**config.mk**
```make
export PLATFORM = sky130hd
export DESIGN_NAME = btn_debounce_flat
export DESIGN_NICKNAME = d
export VERILOG_FILES = /design/src/rtl/btn_debounce_if.sv /design/src/rtl/btn_debounce.sv /design/src/flat_wrapper.sv
export SDC_FILE = /design/constraint.sdc
export NUM_CORES = 1
export LEC_CHECK = 0
export CAP_MARGIN = 20
export CORE_UTILIZATION = 40
export CTS_CLUSTER_SIZE = 30
export DETAILED_ROUTE_END_ITERATION = 7
export PLACE_DENSITY = 0.63
export SLEW_MARGIN = 20
export SYNTH_ARGS = -nofsm -noshare
export SYNTH_HDL_FRONTEND = slang
export SYNTH_SLANG_ARGS = --single-unit
```
**constraint.sdc**
```tcl
create_clock -name clk -period 1.9 [get_ports clk]
set_input_delay 0.475 -clock clk [delete_from_list [all_inputs] [get_ports clk]]
set_output_delay 0.475 -clock clk [all_outputs]
set_load 0.01 [all_outputs]
```
**src/rtl/btn_debounce_if.sv**
```systemverilog
// Button debouncer signal bundle: raw pin in, debounced level and event strobes out.
// slave = debouncer side, master = consumer/driver side.
interface btn_debounce_if;
    logic btn_raw;
    logic btn_level;
    logic press_pulse;
    logic release_pulse;
    logic long_press;

    modport master (
        output btn_raw,
        input  btn_level,
        input  press_pulse,
        input  release_pulse,
        input  long_press
    );

    modport slave (
        input  btn_raw,
        output btn_level,
        output press_pulse,
        output release_pulse,
        output long_press
    );
endinterface

```
**src/rtl/btn_debounce.sv**
```systemverilog
// Synchronising push-button debouncer with press/release strobes and optional long-press strobe.
// Long-press detection is compiled in only when BTN_DEBOUNCE_LONG_PRESS_EN is defined.
module btn_debounce #(
    parameter int unsigned CLK_HZ      = 27000000,
    parameter int unsigned DEBOUNCE_MS = 20,
    parameter int unsigned LONG_MS     = 1000,
    parameter bit          ACTIVE_LOW  = 1'b1
) (
    input logic           clk,
    input logic           rst,
    btn_debounce_if.slave bus
);

    localparam int unsigned DEBOUNCE_CYCLES = CLK_HZ / 1000 * DEBOUNCE_MS;
    localparam int unsigned DW              = $clog2(DEBOUNCE_CYCLES);
    localparam logic [DW-1:0] D_LAST        = DW'(DEBOUNCE_CYCLES - 1);

    if (DEBOUNCE_CYCLES < 2) begin : g_bad_debounce
        $error("btn_debounce: DEBOUNCE_CYCLES must be at least 2");
    end
    if (CLK_HZ / 1000 * LONG_MS <= DEBOUNCE_CYCLES) begin : g_bad_long
        $error("btn_debounce: LONG_CYCLES must exceed DEBOUNCE_CYCLES");
    end

    typedef enum logic [1:0] {
        RELEASED,
        PRESS_WAIT,
        PRESSED,
        RELEASE_WAIT
    } state_t;

    state_t        state, state_next;
    logic [DW-1:0] dcnt, dcnt_next;
    logic          s_in, s_meta, s;
    logic          held;
    logic          level_q, press_q, release_q;

    assign s_in = bus.btn_raw ^ ACTIVE_LOW;

    always_ff @(posedge clk or posedge rst) begin
        if (rst) begin
            s_meta <= 1'b0;
            s      <= 1'b0;
        end else begin
            s_meta <= s_in;
            s      <= s_meta;
        end
    end

    always_ff @(posedge clk or posedge rst) begin
        if (rst) begin
            state <= RELEASED;
            dcnt  <= '0;
        end else begin
            state <= state_next;
            dcnt  <= dcnt_next;
        end
    end

    // Counter clears on every state change and idles at zero in the stable states.
    always_comb begin
        state_next = state;
        dcnt_next  = '0;
        case (state)
            RELEASED: begin
                if (s) state_next = PRESS_WAIT;
            end
            PRESS_WAIT: begin
                if (!s)                  state_next = RELEASED;
                else if (dcnt == D_LAST) state_next = PRESSED;
                else                     dcnt_next  = dcnt + 1'b1;
            end
            PRESSED: begin
                if (!s) state_next = RELEASE_WAIT;
            end
            RELEASE_WAIT: begin
                if (s)                   state_next = PRESSED;
                else if (dcnt == D_LAST) state_next = RELEASED;
                else                     dcnt_next  = dcnt + 1'b1;
            end
            default: state_next = RELEASED;
        endcase
    end

    assign held = (state == PRESSED) || (state == RELEASE_WAIT);

    always_ff @(posedge clk or posedge rst) begin
        if (rst) begin
            level_q   <= 1'b0;
            press_q   <= 1'b0;
            release_q <= 1'b0;
        end else begin
            level_q   <= held;
            press_q   <= held && !level_q;
            release_q <= !held && level_q;
        end
    end

    assign bus.btn_level     = level_q;
    assign bus.press_pulse   = press_q;
    assign bus.release_pulse = release_q;

`ifdef BTN_DEBOUNCE_LONG_PRESS_EN
    localparam int unsigned LONG_CYCLES = CLK_HZ / 1000 * LONG_MS;
    localparam int unsigned LW          = $clog2(LONG_CYCLES + 1);
    localparam logic [LW-1:0] L_LAST    = LW'(LONG_CYCLES - 1);
    localparam logic [LW-1:0] L_MAX     = LW'(LONG_CYCLES);

    logic [LW-1:0] lcnt;
    logic          long_hit, long_q;

    // long_hit marks the count reaching its limit; long_q adds the same one-register
    // lag btn_level has, so the strobe lands LONG_CYCLES after btn_level rises.
    always_ff @(posedge clk or posedge rst) begin
        if (rst) begin
            lcnt     <= '0;
            long_hit <= 1'b0;
            long_q   <= 1'b0;
        end else begin
            long_hit <= 1'b0;
            if (state == PRESS_WAIT && state_next == PRESSED) begin
                lcnt <= '0;
            end else if (held && lcnt != L_MAX) begin
                lcnt     <= lcnt + 1'b1;
                long_hit <= (lcnt == L_LAST);
            end
            long_q <= long_hit;
        end
    end

    assign bus.long_press = long_q;
`else
    assign bus.long_press = 1'b0;
`endif

endmodule

```
**src/flat_wrapper.sv**
```systemverilog
// flat-port wrapper written by rule: the top's interface ports become plain ports
module btn_debounce_flat 
#(
    parameter int unsigned CLK_HZ      = 27000000,
    parameter int unsigned DEBOUNCE_MS = 20,
    parameter int unsigned LONG_MS     = 1000,
    parameter bit          ACTIVE_LOW  = 1'b1
)
  (clk, rst, bus_btn_raw, bus_btn_level, bus_press_pulse, bus_release_pulse, bus_long_press);
  btn_debounce_if bus_i ();
  input logic clk;
  input logic rst;
  input wire logic [$bits(bus_i.btn_raw)-1:0] bus_btn_raw;
  output wire logic [$bits(bus_i.btn_level)-1:0] bus_btn_level;
  output wire logic [$bits(bus_i.press_pulse)-1:0] bus_press_pulse;
  output wire logic [$bits(bus_i.release_pulse)-1:0] bus_release_pulse;
  output wire logic [$bits(bus_i.long_press)-1:0] bus_long_press;
  assign bus_i.btn_raw = bus_btn_raw;
  assign bus_btn_level = bus_i.btn_level;
  assign bus_press_pulse = bus_i.press_pulse;
  assign bus_release_pulse = bus_i.release_pulse;
  assign bus_long_press = bus_i.long_press;
  btn_debounce #(.CLK_HZ(CLK_HZ), .DEBOUNCE_MS(DEBOUNCE_MS), .LONG_MS(LONG_MS), .ACTIVE_LOW(ACTIVE_LOW)) u_core (.clk(clk), .rst(rst), .bus(bus_i));
endmodule
```
==> out/metrics.cfg <==
[outcome]
status=finished, final reports clean

[clocking]
cts_hold_buf=0
postCtsResizedCells=0
cts_inserted_buffers=3
cts_max_level=1
root_buffer=clkbuf_4
cts_setup_buffers=0
cts_tree=yes
cts.clk_slew.worst_paths_ps=150
clkLatencyLatePin_ps=330
clock-sinks=27
clock_path_buffers=2

[sta]
grt_setup_unrepaired=yes
min_period_over_period=0.957
fin_skew_ps=9.69
min_period_ps=1820
fin_worst_hold_slack_ps=380
setup_ws_ps=81.3
max_freq_mhz=550
hold_viol=0
setup_viol=0
drv_slew=0

[floorplan]
dieHeight_um=58.9
pin_count=7
die-area_um2=3470
die_w_um=58.9
initial_core_util=0.424
core_area_um2=3050
row_count=20

[drt]
drtAntennaViolNets=0
wire_per_inst_um=13.1
dr_total_vias=953
highest_layer=met4
avgViaCountPerCell=5.21
drtIter0Drc=26
wl_met2_um=1130
drc=0
dr_wl_met3_um=137
wl_um=2400
drt_pass1_iterations=4
wl_met1_um=1120

[synth]
async_flop_share=1.00
syn_area_per_cell_um2=10.3
synthCells=126
ys_seq_area_frac=0.522
yosys_warnings=0
synth_nets=130
ys_ff_latch=27
synthFlopType=dfrtp_1
synth-edff-count=0
yosysUniqueCellTypes=35
synth_area_um2=1290

[pwr]
p_per_area_nw_per_um2=597
irDropWorstVdd_uv=525
power_leakage_nw=0.586

[run]
maxCapViolations=0

[worst_setup_path]
cp.arrival_ps=2040
critPathMaxFanout=4
setup.worst_path.class=register to register
crit_path_end_kind=register
start_kind=register
critPathRequiredTime_ps=2120

[worst_hold_path]
hold_class=register to register

[finish]
final-seq-area_um2=676
multi_input_area_um2=561
final_common_cell=dfrtp_1
fin_area_um2=1470
drive_above_1_share=0.137
final_cell_mix=dfrtp_1 (27), nor2_1 (17), buf_4 (11), xnor2_1 (9)
antenna-diode-count=0
final_nets=144
area_delta_synth_final_pct=13.1
fillCellCount=314

[grt]
overflow=0
grt_pass1_vias=929
track_usage=0.163
grt_max_degree=28
grt_pass1_wl_um=4260
grt_antenna_before_repair=0

[placement]
pre_cts_ws_ps=126
gp_congestion=0.803
place_area_um2=1440
io_buffers=5
dpl.hpwl_um=1750

-- per-stage QoR --
step,setup TNS (ps),total power [W],instances,util
6_report,0,0.000874,183,0.480
4_1_cts,0,0.000884,183,0.480
3_3_place_gp,0,0.000631,179,0.471
3_5_place_dp,0,0.000633,179,0.471
2_1_floorplan,0,0.000619,126,-
5_1_grt,-119,0.000914,183,0.480
-- power breakdown --
| group | switching [W] | total (W) | internal, W |
|---|---|---|---|
| Sequential | 0.00000332 | 0.000583 | 0.000580 |
| Combinational | 0.0000245 | 0.0000374 | 0.0000129 |
| Clock | 0.000171 | 0.000254 | 0.0000824 |
-- critical path, cell delays in order (launching register included) --
cell and delay (ps):
dfrtp_1 460, ha_1 240, nand4_1 200, nor4_1 320, nand3_1 150, mux2_1 330
-- logic make-up after synthesis --
kind of cell / Yosys count / share of synthesized area
compound gates: 8 / 0.0406
xor+xnor: 15 / 0.101
fa+ha+maj: 1 / 0.00966
buf+inv: 11 / 0.0454
flops: 27 / 0.522
mux: 2 / 0.0164
other cells: 1 / 0.00290
simple gates: 61 / 0.262
-- flip-flops by register name (all words and copies together), names as in the netlist, named ones only --
name,cells
u_core.bus.btn_level,1
u_core.bus.press_pulse,1
u_core.bus.release_pulse,1
u_core.dcnt,20
u_core.s,1
u_core.s_meta,1
u_core.state,1
-- cell usage after synthesis, types with 2 or more instances --
cell type   n  share of area
nor2_1     17          0.049
a21oi_1     2         0.0077
inv_1       4          0.012
nor3_1      4          0.015
xor2_1      6          0.041
nand4_1     7          0.034
nor4_1      7          0.034
nand3_1     6          0.023
or3_1       2         0.0097
nand2_1     6          0.017
nor2b_1     2         0.0097
buf_2       2         0.0077
dfrtp_1    27           0.52
o31ai_1     2          0.012
buf_4       4          0.023
xnor2_1     9          0.061
-- final timing paths --
kind	start	to	slack, ps	cells after the start
hold / removal	u_core.s_meta$_DFF_PP0_	u_core.s$_DFF_PP0_	380	0
hold reg to reg	u_core.s_meta$_DFF_PP0_	u_core.s$_DFF_PP0_	380	0
min in group asynchronous	rst	u_core.dcnt[1]$_DFF_PP0_	490	3
max in group asynchronous	rst	u_core.dcnt[17]$_DFF_PP0_	1150	3
setup / recovery	u_core.dcnt[1]$_DFF_PP0_	register	80	5
setup reg to reg	u_core.dcnt[1]$_DFF_PP0_	register	80	5
-- area by class of cell --
type	instances	share of cell area
flip-flops and latches	27	0.461
multi-input cells	88	0.383
repair buffers	16	0.0905
well taps	44	0.0376
clock buffers	4	0.0179
inverters	4	0.0102
-- metal layers --
metal  track usage  up-vias
met3        0.0462        2
met1         0.218      467
met2         0.268       24
met5             0        -
met4        0.0306        0
li1              -      460
Power figures use the tool's default switching activity.
